==> src/rtl/pollard_pkg.sv <==
// Shared widths, FSM encoding and constants for the exponentiation job driver.
package pollard_pkg;

    localparam int unsigned BASE_W = 9;
    localparam int unsigned EXP_W  = 8;
    localparam int unsigned RES_W  = 100;

    typedef enum logic [2:0] {
        StIdle,
        StLoad,
        StSettle,
        StWait,
        StHold
    } state_e;

    localparam logic [RES_W-1:0] RESULT_ONE = RES_W'(1);

endpackage

==> src/rtl/exp_job_driver_if.sv <==
// Job, core and result channels of the exponentiation job driver.
interface exp_job_driver_if;
    import pollard_pkg::*;

    logic              job_valid;
    logic              job_ready;
    logic [BASE_W-1:0] job_base;
    logic [EXP_W-1:0]  job_exp;

    logic [BASE_W-1:0] exp_base;
    logic [EXP_W-1:0]  exp_exponent;
    logic              exp_reset;
    logic [RES_W-1:0]  exp_result;
    logic              exp_isDone;

    logic              res_valid;
    logic              res_ready;
    logic [RES_W-1:0]  res_data;
    logic              res_timeout;

    logic              busy;

    // master is the driver itself; slave is the surrounding sequencer and core
    modport master (
        input  job_valid, job_base, job_exp, exp_result, exp_isDone, res_ready,
        output job_ready, exp_base, exp_exponent, exp_reset, res_valid, res_data,
               res_timeout, busy
    );

    modport slave (
        output job_valid, job_base, job_exp, exp_result, exp_isDone, res_ready,
        input  job_ready, exp_base, exp_exponent, exp_reset, res_valid, res_data,
               res_timeout, busy
    );

endinterface

==> src/rtl/exp_job_driver.sv <==
// Initiator for the BinaryExponentiation core: accepts a job, restarts the core,
// waits for completion (with timeout) and holds the result until taken.
module exp_job_driver
    import pollard_pkg::*;
#(
    parameter int unsigned RESTART_CYCLES = 2,
    parameter int unsigned TIMEOUT        = 1023
) (
    input  logic             clk,
    input  logic             reset,
    exp_job_driver_if.master bus
);

    localparam int unsigned RW = $clog2(RESTART_CYCLES + 1);
    localparam int unsigned TW = $clog2(TIMEOUT + 1);

    state_e            state_q, state_d;
    logic [RW-1:0]     rst_cnt_q, rst_cnt_d;
    logic [TW-1:0]     to_cnt_q, to_cnt_d;
    logic [BASE_W-1:0] base_q, base_d;
    logic [EXP_W-1:0]  exp_q, exp_d;
    logic [RES_W-1:0]  res_q, res_d;
    logic              timeout_q, timeout_d;

    always_ff @(posedge clk or negedge reset) begin
        if (!reset) begin
            state_q   <= StIdle;
            rst_cnt_q <= '0;
            to_cnt_q  <= '0;
            base_q    <= '0;
            exp_q     <= '0;
            res_q     <= '0;
            timeout_q <= 1'b0;
        end else begin
            state_q   <= state_d;
            rst_cnt_q <= rst_cnt_d;
            to_cnt_q  <= to_cnt_d;
            base_q    <= base_d;
            exp_q     <= exp_d;
            res_q     <= res_d;
            timeout_q <= timeout_d;
        end
    end

    always_comb begin
        state_d   = state_q;
        rst_cnt_d = rst_cnt_q;
        to_cnt_d  = to_cnt_q;
        base_d    = base_q;
        exp_d     = exp_q;
        res_d     = res_q;
        timeout_d = timeout_q;

        unique case (state_q)
            StIdle: begin
                if (bus.job_valid) begin
                    base_d    = bus.job_base;
                    exp_d     = bus.job_exp;
                    rst_cnt_d = '0;
                    // x^0 needs no core run
                    if (bus.job_exp == '0) begin
                        res_d     = RESULT_ONE;
                        timeout_d = 1'b0;
                        state_d   = StHold;
                    end else begin
                        state_d = StLoad;
                    end
                end
            end
            StLoad: begin
                rst_cnt_d = rst_cnt_q + RW'(1);
                if (rst_cnt_q == RW'(RESTART_CYCLES - 1)) begin
                    state_d = StSettle;
                end
            end
            StSettle: begin
                // isDone may still be high from the previous job here
                to_cnt_d = '0;
                state_d  = StWait;
            end
            StWait: begin
                to_cnt_d = to_cnt_q + TW'(1);
                if (bus.exp_isDone) begin
                    res_d     = bus.exp_result;
                    timeout_d = 1'b0;
                    state_d   = StHold;
                end else if (to_cnt_q == TW'(TIMEOUT - 1)) begin
                    res_d     = '0;
                    timeout_d = 1'b1;
                    state_d   = StHold;
                end
            end
            StHold: begin
                if (bus.res_ready) begin
                    state_d = StIdle;
                end
            end
            default: state_d = StIdle;
        endcase
    end

    // Gated by reset so the port reads 0 while reset is held, 1 right after release
    assign bus.job_ready    = (state_q == StIdle) && reset;
    assign bus.busy         = (state_q != StIdle);
    assign bus.exp_reset    = (state_q == StLoad);
    assign bus.exp_base     = base_q;
    assign bus.exp_exponent = exp_q;
    assign bus.res_valid    = (state_q == StHold);
    assign bus.res_data     = res_q;
    assign bus.res_timeout  = timeout_q;

endmodule
==> src/flat_wrapper.sv <==
// flat-port wrapper written by rule: the top's interface ports become plain ports
module exp_job_driver_flat import pollard_pkg::*;
#(
    parameter int unsigned RESTART_CYCLES = 2,
    parameter int unsigned TIMEOUT        = 1023
)
  (clk, reset, bus_job_valid, bus_job_base, bus_job_exp, bus_exp_result, bus_exp_isDone, bus_res_ready, bus_job_ready, bus_exp_base, bus_exp_exponent, bus_exp_reset, bus_res_valid, bus_res_data, bus_res_timeout, bus_busy);
  exp_job_driver_if bus_i ();
  input  logic clk;
  input  logic reset;
  input wire logic [$bits(bus_i.job_valid)-1:0] bus_job_valid;
  input wire logic [$bits(bus_i.job_base)-1:0] bus_job_base;
  input wire logic [$bits(bus_i.job_exp)-1:0] bus_job_exp;
  input wire logic [$bits(bus_i.exp_result)-1:0] bus_exp_result;
  input wire logic [$bits(bus_i.exp_isDone)-1:0] bus_exp_isDone;
  input wire logic [$bits(bus_i.res_ready)-1:0] bus_res_ready;
  output wire logic [$bits(bus_i.job_ready)-1:0] bus_job_ready;
  output wire logic [$bits(bus_i.exp_base)-1:0] bus_exp_base;
  output wire logic [$bits(bus_i.exp_exponent)-1:0] bus_exp_exponent;
  output wire logic [$bits(bus_i.exp_reset)-1:0] bus_exp_reset;
  output wire logic [$bits(bus_i.res_valid)-1:0] bus_res_valid;
  output wire logic [$bits(bus_i.res_data)-1:0] bus_res_data;
  output wire logic [$bits(bus_i.res_timeout)-1:0] bus_res_timeout;
  output wire logic [$bits(bus_i.busy)-1:0] bus_busy;
  assign bus_i.job_valid = bus_job_valid;
  assign bus_i.job_base = bus_job_base;
  assign bus_i.job_exp = bus_job_exp;
  assign bus_i.exp_result = bus_exp_result;
  assign bus_i.exp_isDone = bus_exp_isDone;
  assign bus_i.res_ready = bus_res_ready;
  assign bus_job_ready = bus_i.job_ready;
  assign bus_exp_base = bus_i.exp_base;
  assign bus_exp_exponent = bus_i.exp_exponent;
  assign bus_exp_reset = bus_i.exp_reset;
  assign bus_res_valid = bus_i.res_valid;
  assign bus_res_data = bus_i.res_data;
  assign bus_res_timeout = bus_i.res_timeout;
  assign bus_busy = bus_i.busy;
  exp_job_driver #(.RESTART_CYCLES(RESTART_CYCLES), .TIMEOUT(TIMEOUT)) u_core (.clk(clk), .reset(reset), .bus(bus_i));
endmodule
==> config.mk <==
export PLATFORM = sky130hd
export DESIGN_NAME = exp_job_driver_flat
export DESIGN_NICKNAME = d
export VERILOG_FILES = /design/src/rtl/pollard_pkg.sv /design/src/rtl/exp_job_driver_if.sv /design/src/rtl/exp_job_driver.sv /design/src/flat_wrapper.sv
export SDC_FILE = /design/constraint.sdc
export NUM_CORES = 1
export LEC_CHECK = 0
export CAP_MARGIN = 20
export CELL_PAD_IN_SITES_DETAIL_PLACEMENT = 1
export CELL_PAD_IN_SITES_GLOBAL_PLACEMENT = 2
export CORE_MARGIN = 10
export CORE_UTILIZATION = 26
export CTS_BUF_LIST = sky130_fd_sc_hd__clkbuf_8
export DETAILED_ROUTE_END_ITERATION = 10
export PLACE_DENSITY = 0.86
export SKIP_CTS_REPAIR_TIMING = 1
export SLEW_MARGIN = 20
export SYNTH_ARGS = -nofsm -noshare
export SYNTH_HDL_FRONTEND = slang
export SYNTH_SLANG_ARGS = --single-unit
==> constraint.sdc <==
create_clock -name clk -period 1.9 [get_ports clk]
set_input_delay 0.57 -clock clk [delete_from_list [all_inputs] [get_ports clk]]
set_output_delay 0.57 -clock clk [all_outputs]
set_load 0.005 [all_outputs]
==> flow_metrics.env <==
export IMPL_status="finished with violations"
export IMPL_violations="setup timing"
export IMPL_worst_hold_slack_ns=0.141
export IMPL_wl_met3_um=1460
export IMPL_irDropWorstVdd_uv=548
export IMPL_worst_slew_margin_rel_pct=67.2
export IMPL_yosysSeqAreaShare_pct=64.7
export IMPL_drtPass1Iterations=6
export IMPL_dpl_cell_area_mm2=0.00801
export IMPL_placementRows=51
export IMPL_die_area_mm2=0.0258
export IMPL_antenna_cells=0
export IMPL_mostFrequentLayoutCell="dfrtp_1"
export IMPL_fin_area_mm2=0.00934
export IMPL_route_met2_wl_um=11400
export IMPL_arrival_ns=2.39
export IMPL_drive_gt1_share_pct=22.2
export IMPL_mostFrequentLayoutCells="130 x dfrtp_1, 123 x dlymetal6s2s_1, 115 x clkdlybuf4s50_1"
export IMPL_met1Wirelength_um=8630
export IMPL_rsz0062_at_grt="true"
export IMPL_dr_total_vias=4542
export IMPL_hold_path_class="primary input to async pin"
export IMPL_cp_start_kind="primary input"
export IMPL_min_period_ns=2.06
export IMPL_place_congestion=0.785
export IMPL_vias_per_cell=4.73
export IMPL_slew_viol_final=0
export IMPL_wl_um=21800
export IMPL_cts_tree="yes"
export IMPL_drt_iter0_markers=182
export IMPL_end_kind="flip-flop"
export IMPL_setup_ws_ns=-0.162
export IMPL_synth_cells=367
export IMPL_start_util_pct=26.4
export IMPL_io_buffers=243
export IMPL_period_share_pct=109
export IMPL_antenna_found_initial=0
export IMPL_worst_path_buf_inv=5
export IMPL_synthToLayoutAreaGrowth_pct=81.5
export IMPL_clock_sinks=133
export IMPL_r2r_worst_path_cells=9
export IMPL_core_area_mm2=0.0195
export IMPL_fin_cells=960
export IMPL_fill_cells=1976
export IMPL_grt_pass1_wl_um=29500
export IMPL_path_clk_slew_ns=0.09
export IMPL_drc=0
export IMPL_r2r_slack_ns=-0.12
export IMPL_ys_types=37
export IMPL_tightest_slew_ns=0.492
export IMPL_cts_max_level=4
export IMPL_place_ws_ns=-0.614
export IMPL_detailed_place_hpwl_um=14200
export IMPL_drv_cap=0
export IMPL_ctsLongestPathBuffers=2
export IMPL_skew_ns=0.0111
export IMPL_wire_per_inst_um=22.7
export IMPL_num_io_pins=244
export IMPL_highest_layer="met4"
export IMPL_grt_max_degree=74
export IMPL_power_density_mw_per_mm2=1520
export IMPL_numCtsBuffers=17
export IMPL_worstPathMaxFanout=9
export IMPL_r2r_start="u_core.state_q[1]"
export IMPL_syn_nets=492
export IMPL_timing_rr_end="u_core.bus.res_data[6]"
export IMPL_netlist_area_mm2=0.00514
export IMPL_cp_data_required_time_ns=2.22
export IMPL_finish_net_count=807
export IMPL_critical_path_top_delay_family="buffers and inverters"
export IMPL_overflow=0
export IMPL_slowest_delay_ns=0.44
export IMPL_yosysWarnings=0
export IMPL_fmax_ghz=0.485
export IMPL_critPathKind="primary input to flip-flop"
export IMPL_ys_ff_latch=133
export IMPL_slowest_stage="clkdlybuf4s50_1"
export IMPL_ant_nets=0
export IMPL_grt_use_total_pct=14.4
export IMPL_grt_pass1_vias=4775
export IMPL_die_height_um=161
export IMPL_die_w_um=161
export IMPL_dp_cells=876
export IMPL_clkLatencyLatePin_ns=0.43
export IMPL_finalSetupViolCount=79
export IMPL_avgSynthCellArea_um2=14.0
export IMPL_crit_chain="clkdlybuf4s50_1 -> nor4_2 -> buf_4 -> and3_4 -> o211ai_4 -> buf_12 -> buf_8 -> clkbuf_16 -> a22o_1"
export IMPL_p_leak_nw=5.67
export IMPL_clockRootBuffer="clkbuf_8"
export IMPL_hold_viol=0
export IMPL_tns_ns=-6.47
-- synth_stat cells --
| library cell | instances | area share, % |
|---|---|---|
| a21oi_1 | 3 | 0.29 |
| nand2b_1 | 2 | 0.24 |
| o211ai_2 | 1 | 0.24 |
| clkbuf_1 | 5 | 0.36 |
| o22ai_1 | 1 | 0.12 |
| and3_1 | 1 | 0.12 |
| xor2_1 | 1 | 0.17 |
| nand3_1 | 1 | 0.097 |
| mux2_2 | 17 | 3.7 |
| inv_1 | 7 | 0.51 |
| dfrtp_1 | 133 | 65 |
| nor4_1 | 3 | 0.36 |
| nor3_1 | 4 | 0.39 |
| nand3_4 | 1 | 0.34 |
| o221ai_1 | 1 | 0.17 |
| buf_2 | 11 | 1.1 |
| nand4_1 | 1 | 0.12 |
| ha_1 | 3 | 0.73 |
| or3_1 | 1 | 0.12 |
| buf_6 | 10 | 2.2 |
| a22o_1 | 101 | 17 |
| o31ai_4 | 1 | 0.41 |
| and2_1 | 4 | 0.49 |
| o21a_1 | 1 | 0.15 |
| nor2_1 | 8 | 0.58 |
| and4bb_2 | 1 | 0.24 |
| o21bai_1 | 1 | 0.15 |
| nand2_1 | 18 | 1.3 |
| nor3_2 | 1 | 0.19 |
| a32o_1 | 1 | 0.19 |
| nor3b_1 | 1 | 0.15 |
| inv_2 | 1 | 0.073 |
| nand3b_2 | 1 | 0.22 |
| mux2i_1 | 5 | 0.97 |
| nand3b_1 | 2 | 0.29 |
| o21ai_0 | 12 | 1.2 |
| buf_4 | 1 | 0.15 |
-- where the power goes --
part / internal (mW) / switching [mW] / total (mW)
clock: 1.15 / 1.25 / 2.40
sequential: 4.16 / 0.846 / 5.00
combinational: 4.26 / 2.52 / 6.79
total: 9.57 / 4.62 / 14.2
-- worst reg2reg max path: cells and delay by family (launching register included) --
kind,cells,cell delay [ns]
DFF,1,0.45
AOI/OAI and AO/OA,3,0.44
buffers and inverters,5,0.77
and+or+nand+nor,1,0.26
-- stage by stage --
stage                     power, mW  util [%]
after global routing           15.1      48.0
after global placement         10.8      41.2
final                          14.2      48.0
after floorplan                7.13         -
after CTS                      13.6      43.2
after detailed placement       11.1      41.2
-- per-layer routing --
layer | track usage (%) | vias to the layer above
li1 | - | 2003
met1 | 16.9 | 2322
met2 | 24.1 | 191
met4 | 4.22 | 0
met3 | 5.24 | 26
met5 | 0 | -
-- worst max-delay path by stage --
stage	from	slack, ns	cells past startpoint	to
2_1_floorplan	bus_job_exp[5]	0.16	6	u_core.bus.res_data[16]
3_3_place_gp	bus_job_exp[1]	-0.56	7	u_core.bus.res_data[77]
3_5_place_dp	bus_job_exp[1]	-0.61	7	u_core.bus.res_data[22]
4_1_cts	u_core.state_q[0]	-0.66	4	bus_exp_reset
5_1_grt	u_core.state_q[1]	-0.20	3	bus_exp_reset
6_report	bus_job_exp[7]	-0.16	9	u_core.bus.res_data[6]
-- sequential cells by signal, indices dropped and copies added, names as in the netlist --
register and cells:
u_core.to_cnt_q 10, u_core.bus.res_timeout 1, u_core.rst_cnt_q 2, u_core.bus.exp_base 9, u_core.bus.exp_exponent 8, u_core.state_q 3
u_core.bus.res_data 100
-- area by class of cell --
cell class / instances / area [um2] / share of cell area, %
clock buffers: 19 / 262 / 2.80
clock inverters: 13 / 136 / 1.46
inverters: 8 / 30.0 / 0.322
multi-input cells: 199 / 1640 / 17.5
flip-flops and latches: 133 / 3330 / 35.7
well taps: 265 / 332 / 3.55
repair buffers: 323 / 3610 / 38.7
-- logic make-up after synthesis --
group | after synthesis | synth area share, %
and+or+nand+nor | 50 | 5.28
adders and majority gates | 3 | 0.730
DFF | 133 | 64.7
buffers and inverters | 35 | 4.35
AOI/OAI and AO/OA | 123 | 20.1
muxes | 22 | 4.69
xor gates and xnor gates | 1 | 0.170
Power figures use the tool's default switching activity.
